### src/rtl/dec_scan_sel.sv
// dec_scan_sel: registered N-to-2^N one-hot decoder with active-low enable
// and an auto-scan mode.
//
// In direct mode (mode=0) the external address `a` is registered into `sel`
// and decoded onto `b`. In scan mode (mode=1) an internal prescaler steps
// `sel` through all 2^N lines. Each index dwells for `presc`+1 cycles.
//
// Parameters:
//   N              address width; the block has 2^N outputs
//   PRESC_W        width of the prescaler counter and of `presc`
//   ACTIVE_LOW_OUT 1 inverts every bit of `b` (selected line low)
//
// Ports:
//   clk    in   system clock, rising edge
//   rst    in   asynchronous active-high reset
//   en_n   in   active-low enable; 1 blanks `b` and freezes sel/cnt
//   mode   in   0 = direct decode, 1 = auto-scan
//   a      in   [N-1:0]       direct-mode address
//   presc  in   [PRESC_W-1:0] scan step period minus one
//   b      out  [2^N-1:0]     registered one-hot select
//   sel    out  [N-1:0]       registered selected index
//   wrap   out  one-cycle pulse when the scan wraps from 2^N-1 to 0
module dec_scan_sel #(
  parameter int N              = 2,
  parameter int PRESC_W        = 16,
  parameter int ACTIVE_LOW_OUT = 0
) (
  input  logic               clk,
  input  logic               rst,
  input  logic               en_n,
  input  logic               mode,
  input  logic [N-1:0]       a,
  input  logic [PRESC_W-1:0] presc,
  output logic [(1<<N)-1:0]  b,
  output logic [N-1:0]       sel,
  output logic               wrap
);

  localparam int M = 1 << N;

  // Inactive level of every output line. XOR with this also applies the
  // output polarity to a one-hot word.
  localparam logic [M-1:0] IDLE = (ACTIVE_LOW_OUT != 0) ? {M{1'b1}} : {M{1'b0}};

  localparam logic [N-1:0] SEL_LAST = {N{1'b1}};

  // One-hot decode of an index, active-high.
  function automatic logic [M-1:0] onehot(input logic [N-1:0] idx);
    logic [M-1:0] v;
    v      = {M{1'b0}};
    v[idx] = 1'b1;
    return v;
  endfunction

  logic [N-1:0]       sel_r;
  logic [N-1:0]       sel_nxt;
  logic [PRESC_W-1:0] cnt_r;
  logic [PRESC_W-1:0] cnt_nxt;
  logic [M-1:0]       b_r;
  logic [M-1:0]       b_nxt;
  logic               wrap_r;
  logic               wrap_nxt;

  // Next-state logic for the index, prescaler, decoded output and wrap flag.
  always_comb begin
    sel_nxt  = sel_r;
    cnt_nxt  = cnt_r;
    wrap_nxt = 1'b0;
    b_nxt    = IDLE;

    if (en_n) begin
      // Disabled: state frozen so a later enable resumes the scan in place.
      sel_nxt = sel_r;
      cnt_nxt = cnt_r;
    end else if (!mode) begin
      // Direct: follow the address; the count restarts on any switch to scan.
      sel_nxt = a;
      cnt_nxt = {PRESC_W{1'b0}};
    end else if (cnt_r >= presc) begin
      // >= rather than == so a lowered presc takes effect at once instead
      // of waiting for the counter to roll over.
      cnt_nxt  = {PRESC_W{1'b0}};
      sel_nxt  = sel_r + N'(1);
      wrap_nxt = (sel_r == SEL_LAST);
    end else begin
      cnt_nxt = cnt_r + PRESC_W'(1);
    end

    // Decode the next index so b and sel always change on the same edge.
    if (en_n) begin
      b_nxt = IDLE;
    end else begin
      b_nxt = onehot(sel_nxt) ^ IDLE;
    end
  end

  // State and output registers.
  always_ff @(posedge clk or posedge rst) begin
    if (rst) begin
      sel_r  <= {N{1'b0}};
      cnt_r  <= {PRESC_W{1'b0}};
      b_r    <= IDLE;
      wrap_r <= 1'b0;
    end else begin
      sel_r  <= sel_nxt;
      cnt_r  <= cnt_nxt;
      b_r    <= b_nxt;
      wrap_r <= wrap_nxt;
    end
  end

  assign b    = b_r;
  assign sel  = sel_r;
  assign wrap = wrap_r;

endmodule

### config.mk
export PLATFORM = sky130hd
export DESIGN_NAME = dec_scan_sel
export DESIGN_NICKNAME = d
export VERILOG_FILES = /design/src/rtl/dec_scan_sel.sv
export SDC_FILE = /design/constraint.sdc
export NUM_CORES = 1
export LEC_CHECK = 0
export ABC_CLOCK_PERIOD_IN_PS = 3330
export CORE_MARGIN = 5
export CORE_UTILIZATION = 40
export CTS_CLUSTER_DIAMETER = 60
export DETAILED_ROUTE_END_ITERATION = 7
export PLACE_DENSITY = 0.73
export SYNTH_ARGS = -nofsm -noshare
export SYNTH_HDL_FRONTEND = slang
export SYNTH_SLANG_ARGS = --single-unit
### constraint.sdc
create_clock -name clk -period 3.33 [get_ports clk]
set_input_delay 0.333 -clock clk [delete_from_list [all_inputs] [get_ports clk]]
set_output_delay 0.333 -clock clk [all_outputs]
set_load 0.1 [all_outputs]
======== Word-level counts from Yosys, hierarchy flattened ========
Cells that the tools add are included.
operators by class
  reductions and logical operators ........ 1
  equality and inequality tests ........... 1
  muxes and demuxes ....................... 11
  add/sub/neg operators ................... 2
  magnitude comparators ................... 3
operator list
  operator                 count
  $mux W16                 2
  $add A16 B1 Y16 const B  1
  $ge A16 B16 Y1           1
  $mux W2                  3
  $mux W1                  4
  $mux W4                  1
  $lt A2 B3 Y1 const B     1
  $add A2 B1 Y2 const B    1
  $demux W1 S2             1
  $eq A2 B2 Y1 const B     1
  $ge A2 B1 Y1 const B     1
  $logic_and A1 B1 Y1      1
word-level totals
  input bits .............................. 22
  register bits ........................... 23

======== Longest topological paths before layout ========
Gate-level depths: netlist of run 1.
  depth in word-level cells ............... 9
  depth in mapped cells ................... 10
  gate-level depth less buffers ........... 8

======== Worst setup path before layout of run 1 ========
OpenSTA, ideal clock, no wires.
  path kind ............................... register to register
  start point ............................. register cnt_r[0]
  end point ............................... register b_r[0] (netlist: b[0])
  stages on the path, launching flop included .. 9
  arrival time ............................ 2.482 ns
  period minus slack after synthesis ...... 2.603 ns
  path buffers ............................ 0
  path slack .............................. 0.727 ns
  data required time ...................... 3.209 ns
  path through ............................ dfrtp_1 -> inv_1 -> ha_1 -> nand2b_1 -> a2111oi_0 -> o32a_1 -> mux2_1 -> a211o_1 -> and4bb_1
between the ends
  word-level cells in the longest chain between the ends .. 9
RTL lines
  element                                                             RTL line  RTL
  start, declared                                                     57        logic [PRESC_W-1:0] cnt_r;
  start signal, assigned                                              101       cnt_r <= {PRESC_W{1'b0}};
  start signal, assigned                                              106       cnt_r <= cnt_nxt;
  $ge A16 B16 Y1 (*)                                                  79        end else if (cnt_r >= presc) begin
  $mux W2 (*)                                                         79
  $mux W2 (*)                                                         75        end else if (!mode) begin
  $mux W2 (*)                                                         71        if (en_n) begin
  $lt A2 B3 Y1 (implied by the code) or $ge A2 B1 Y1 (tied branches)  51        v[idx] = 1'b1;
  $logic_and A1 B1 Y1 (implied by the code)                           51
  $mux W1 (implied by the code)                                       51
  $demux W1 S2 (*)                                                    51
  $mux W4 (*)                                                         90        if (en_n) begin
  via b_nxt[0]                                                        60        logic [M-1:0] b_nxt;
  end signal, assigned                                                107       b_r <= b_nxt;
  end, declared                                                       59        logic [M-1:0] b_r;
The timed path passes the listed nets; every way through them passes the cells marked *.
A chain may end at the register's enable or synchronous reset.

======== Worst setup path after layout of run 1 ========
  start point ............................. input port presc[11]
  end point ............................... register b_r[0] (netlist: b[0])
between the ends
  word-level cells in the longest chain between the ends .. 9
RTL lines
  element                                                             RTL line  RTL
  start, declared                                                     33        input logic [PRESC_W-1:0] presc,
  $ge A16 B16 Y1 (*)                                                  79
  $mux W2 (*)                                                         79
  $mux W2 (*)                                                         75
  $mux W2 (*)                                                         71
  $lt A2 B3 Y1 (implied by the code) or $ge A2 B1 Y1 (tied branches)  51
  $logic_and A1 B1 Y1 (implied by the code)                           51
  $mux W1 (implied by the code)                                       51
  $demux W1 S2 (*)                                                    51
  $mux W4 (*)                                                         90
  via b_nxt[0]                                                        60
Marks and branches as above.

==> results of run 1 <==
registers in the layout, indices dropped and copies added (netlist names):
signal and count:
wrap 1, cnt_r 16, b 4, sel 2
cell type report:
| class | instances | area, sq um |
|---|---|---|
| sequential | 23 | 576 |
| clock inverter | 1 | 5.00 |
| fill | 380 | 1950 |
| multi-input combinational | 133 | 930 |
| inverter | 21 | 78.8 |
| tap | 50 | 62.6 |
| clock buffer | 3 | 41.3 |
| timing repair buffer | 31 | 303 |
cells by family (layout without fill, tap and decap cells):
logic type                 after synthesis  after routing  synth area share
muxes                                    2              2            0.0141
DFF                                     23             23             0.359
xor gates and xnor gates                 4              4            0.0219
and+or+nand+nor                         66             66             0.222
adders and majority gates               18             18             0.141
buffers and inverters                   25             56            0.0609
AOI/OAI and AO/OA                       43             43             0.181
worst paths after layout:
kind,from,endpoint,slack [ns]
hold / removal,cnt_r[15]$_DFFE_PP0N_,cnt_r[15]$_DFFE_PP0N_,0.52
setup reg to reg,cnt_r[0]$_DFFE_PP0N_,b[0]$_DFF_PP0_,0.66
min in group asynchronous,rst,b[2]$_DFF_PP0_,0.54
max in group asynchronous,rst,cnt_r[8]$_DFFE_PP0N_,2.26
setup / recovery,presc[11],b[0]$_DFF_PP0_,0.62
hold reg to reg,cnt_r[15]$_DFFE_PP0N_,cnt_r[15]$_DFFE_PP0N_,0.52
cell usage in the layout, fill, tap and decap left out, types with 4 or more instances in the layout:
master	n
nor3_1	5
dfrtp_1	23
nor4_1	6
ha_1	18
inv_1	21
and3_1	4
nand2_1	22
a21o_1	4
a21oi_1	6
nand3_1	7
o21ai_0	15
clkdlybuf4s50_1	28
nor2_1	6
critical path, cell delays in order:
cell and delay, ns:
clkdlybuf4s50_1 0.45, inv_1 0.04, ha_1 0.30, nand4_1 0.14, a211o_1 0.33, o32a_1 0.39, mux2_1 0.32, a211o_1 0.36
and4bb_1 0.21
stage by stage:
stage          setup WS (ns)   util  instance area, sq um  instances  power, mW
5_1_grt                0.437  0.506                  2000        262      0.732
3_5_place_dp           0.330  0.494                  1950        258      0.524
6_report               0.616  0.506                  2000        262      0.693
2_1_floorplan          0.727      -                  1600        181      0.450
3_3_place_gp           0.338  0.494                  1950        258      0.521
4_1_cts                0.598  0.506                  2000        262      0.706
cell usage after synthesis (2+ instances only):
cell type,instances
and3_1,4
a31oi_1,2
nand3_1,7
a21oi_1,6
clkbuf_1,3
nor2_1,6
nor4_1,6
nor2b_1,3
a211o_1,2
ha_1,18
a22o_1,3
nor3_1,5
dfrtp_1,23
nand2b_1,2
o21ai_1,2
nand2_1,22
nand4_1,2
o21ai_0,15
a21o_1,4
inv_1,21
xnor2_1,3
routing by layer:
layer	part of all wire	vias to the layer above	routed length, um
met4	0.015	0	53
li1	-	714	-
met2	0.45	42	1620
met1	0.47	643	1670
met3	0.066	8	238
met5	0	-	0
power by group through the flow:
stage | logic (mW) | clock network [mW] | registers, mW
4_1_cts | 0.205 | 0.187 | 0.314
6_report | 0.202 | 0.177 | 0.314
2_1_floorplan | 0.0748 | 0 | 0.375
5_1_grt | 0.223 | 0.191 | 0.317
3_3_place_gp | 0.202 | 0 | 0.319
3_5_place_dp | 0.204 | 0 | 0.320
==> metrics, run 1 <==
Setup CP Type=in -> reg; max-capacitance violation count=0; antenna violations before repair=0; Sink Count=23; HPWL Detailed=approximately 2800 um; Setup Skew=between 0.002 and 0.003 ns; first-pass GRT wire length=roughly 6000 um; htree depth=1; CP Capture Type=flop; gpl congestion=about 0.9; Synth Warn #=0; drt wl/cell=between 10 and 15 um; die span in x=between 70 and 80 um; number of buffers added for setup after CTS=0; Max IR drop VDD=~0.24 mV; Final Critical Period=between 2 and 3 ns; R2R depth=9; Worst slew margin=0.351; Worst-Margin Slew=around 0.97 ns; worst hold path class=reg -> reg; top_reg_cell synth=dfrtp_1; fraction of registers with async set or reset after synthesis=1.00; vias per cell=5.37; clock share of power=0.255; DR vias=around 1400; final setup fails=0; P&R area growth vs syn=24.5%; total global-route track usage=0.140; hold buffers post-CTS=0; Seq/Total Area, Yosys=0.359; final setup TNS=0 ns; Final period util=0.815; Yosys reg bits=23; routing usage on met3=0.0178; initial core utilization=0.407; CTS tree=done; Post-Syn Instances=about 180; gr ovfl total=0; FP Rows=23; Pwr Density=between 300 and 400 mW/mm^2; CP max FO=5; Die Footprint=0.00537 sq mm; Critical Path RT=around 3.5 ns; Max Clk Rate=368 MHz; hold depth=1; clock-pin transition on the worst setup and hold timing paths=roughly 0.080 ns; RSZ-0062 raised after global routing=false; final net count=~250; final wirelength=3580 um; CTS Buf Count=3; logic gate share of total power=0.292; CTS resizes=0; Sw Ratio=0.338; Max clock buf depth=2; leakage=roughly 0.96 nW; M1 GR Usage=0.197; Mapped Avg Cell Area=8.86 sq um; Mapped Area=0.00160 sq mm; CTS root buf=clkbuf_8; EDFF count, synth=0; Die Y=~73 um; top cell type by total area after synthesis=dfrtp_1; io pins=29; internal cell power=between 400 and 500 uW; Net Sw Power=~230 uW; sequential fraction of design power=0.453; Core Footprint=0.00394 sq mm; diode count=0; met2 Use GR=0.222; syn nets=between 200 and 250; outcome=finished clean; final hold vios=0; Hold WS=~0.52 ns; Worst-Skew Late Latency=between 0.2 and 0.3 ns; drt first pass iters=4; Pins Over Slew Limit=0; DR iter-0 viols=between 70 and 80; area fraction of the dominant cell type after synthesis=0.359; Netlist cell types=between 40 and 50; Critical Path AT=around 2.9 ns; gr busiest metal=met2; Setup crit start kind=input pin; vias in the first global route=around 1400; share of cells above drive strength 1=0.0613; port bufs=28; largest net degree at the start of global routing=24; Final ANT Viol Nets=0; Area contributors post-synth=dfrtp_1 (36%), ha_1 (14%), nand2_1 (5.2%); DRC=0
No activity file was read; power rests on OpenSTA's default activity.
==> inputs of run 2 (changes only) <==
--- a/config.mk
+++ b/config.mk
@@ -5,7 +5,7 @@
 export SDC_FILE = /design/constraint.sdc
 export NUM_CORES = 1
 export LEC_CHECK = 0
-export ABC_CLOCK_PERIOD_IN_PS = 3330
+export ABC_CLOCK_PERIOD_IN_PS = 2600
 export CORE_MARGIN = 5
 export CORE_UTILIZATION = 40
 export CTS_CLUSTER_DIAMETER = 60
==> constraint.sdc (replaced) <==
create_clock -name clk -period 2.6 [get_ports clk]
set_input_delay 0.26 -clock clk [delete_from_list [all_inputs] [get_ports clk]]
set_output_delay 0.26 -clock clk [all_outputs]
set_load 0.1 [all_outputs]
==> metrics, run 2 (synthesized netlist as in run 1, its figures left out) <==
Pins Over Slew Limit=0 (unchanged); RSZ-0062 raised after global routing=true; DR iter-0 viols=58 (-25%); Final period util=0.983; Finished Cell Area=0.00220 sq mm (+10%); Sink Count=23 (unchanged); largest net degree at the start of global routing=24 (unchanged); pre-CTS setup slack=-0.347 ns (-0.677 ns); CTS Buf Count=3 (unchanged); largest reg by FF count=cnt_r; Critical Path RT=2.76 ns (-0.73 ns); drt wl/cell=13.5 um (-1.3%); P&R area growth vs syn=37.2%; Sw Ratio=0.340 (+0.00162); worst hold path class=in -> async; gpl congestion=0.839 (-4.8%); outcome=finished clean; Setup crit start kind=input pin; gr ovfl total=0 (unchanged); Net Sw Power=314 uW (+34%); diode count=0 (unchanged); Critical Path AT=2.72 ns (-0.15 ns); Max IR drop VDD=0.230 mV (-3.9%); io pins=29 (unchanged); drt first pass iters=4 (unchanged); CTS tree=done; Final ANT Viol Nets=0 (unchanged); leakage=1.12 nW (+16%); share of cells above drive strength 1=0.205 (+0.144); clock-pin transition on the worst setup and hold timing paths=0.09 ns (about the same); final wirelength=3900 um (+8.9%); vias per cell=5.28 (-1.6%); CTS root buf=clkbuf_8; Die Footprint=0.00537 sq mm (unchanged); hold buffers post-CTS=0 (unchanged); DRC=0 (unchanged); Setup Skew=0.00325 ns (+0.000627 ns); antenna violations before repair=0 (unchanged); Core Footprint=0.00394 sq mm (unchanged); final setup TNS=0 ns (unchanged); final net count=280 (+11%); total global-route track usage=0.157 (+0.0167); Worst-Margin Slew=0.928 ns (-0.0418 ns); Die Y=73.3 um (unchanged); sequential fraction of design power=0.435 (-0.018); Worst-Skew Late Latency=0.27 ns (about the same); first-pass GRT wire length=6760 um (+13%); Pwr Density=420 mW/mm^2 (+21%); CP max FO=5 (unchanged); Worst slew margin=0.380 (+0.0292); vias in the first global route=1592 (+14%); final setup fails=0 (unchanged); max-capacitance violation count=0 (unchanged); commonest non-fill, non-tap cell in the layout=buf_4; final hold vios=0 (unchanged); logic gate share of total power=0.317 (+0.025); die span in x=73.3 um (unchanged); Hold WS=0.493 ns (-0.0279 ns); FP Rows=23 (unchanged); port bufs=28 (unchanged); htree depth=1 (unchanged); most frequent cells in the layout=buf_4 (35), dfrtp_1 (23), nand2_1 (22); Final Critical Period=between 2 and 3 ns; initial core utilization=0.407 (unchanged); number of flip-flops in the largest register=16 (unchanged); final core utilization=0.558 (+0.0517); Max clock buf depth=2 (unchanged); CP Capture Type=flop; internal cell power=610 uW (+33%); clock share of power=0.248 (-0.007); post-route setup slack=0.0437 ns (-0.572 ns); Max Clk Rate=391 MHz; DR vias=1527 (+8.5%); HPWL Detailed=3070 um (+11%); post-placement cell area=0.00212 sq mm (+8.8%); Setup CP Type=in -> reg
run 2: cell type report:
type / instances / area, sq um
Clock inverter: 1 / 5.00
Multi-Input combinational cell: 133 / 941
Tap cell: 50 / 62.6
Fill cell: 365 / 1740
Clock buffer: 3 / 41.3
Timing Repair Buffer: 58 / 495
Inverter: 21 / 78.8
Sequential cell: 23 / 576
run 2: metrics by stage:
step	power, mW	std cells
floorplan	0.578	181
global placement	0.676	283
detailed placement	0.684	283
CTS	0.917	287
global route	0.968	289
finish	0.925	289
run 2: worst paths after layout:
path	slack [ns]	cells after the start	from	end
min	0.49	2	rst	cnt_r[15]$_DFFE_PP0N_
min in group clk	0.55	1	cnt_r[15]$_DFFE_PP0N_	cnt_r[15]$_DFFE_PP0N_
min reg2reg	0.55	1	cnt_r[15]$_DFFE_PP0N_	cnt_r[15]$_DFFE_PP0N_
max reg2reg	0.08	9	cnt_r[0]$_DFFE_PP0N_	b[0]$_DFF_PP0_
max in group asynchronous	1.54	2	rst	cnt_r[4]$_DFFE_PP0N_
max	0.04	9	presc[1]	b[0]$_DFF_PP0_
run 2: critical path: stages:
cell,delay [ns]
clkdlybuf4s50_1,0.45
inv_1,0.04
ha_1,0.29
a2111oi_2,0.39
buf_4,0.18
o32a_1,0.20
mux2_1,0.33
a211o_1,0.36
and4bb_1,0.21
run 2: power by group through the flow:
| stage | clock (mW) | sequential (mW) | combinational (mW) |
|---|---|---|---|
| after floorplan | 0 | 0.480 | 0.0978 |
| after CTS | 0.234 | 0.402 | 0.281 |
| after global placement | 0 | 0.408 | 0.268 |
| final | 0.229 | 0.402 | 0.293 |
| after detailed placement | 0 | 0.409 | 0.275 |
| after global routing | 0.244 | 0.406 | 0.318 |
run 2: metal layers:
metal,up-vias,GRT usage,part of all wire
li1,770,-,-
met1,724,0.206,0.46
met2,25,0.270,0.49
met3,8,0.0205,0.035
met4,0,0.0463,0.017
met5,-,0,0
run 2: what timing repair did:
| item | 4_1_cts | 5_1_grt |
|---|---|---|
| gates cloned | 0 | 0 |
| pin swaps | 1 | 4 |
| setup buffers | 0 | 2 |
| resized for setup | 1 | 4 |
| endpoints found under the setup margin | 1 | 7 |
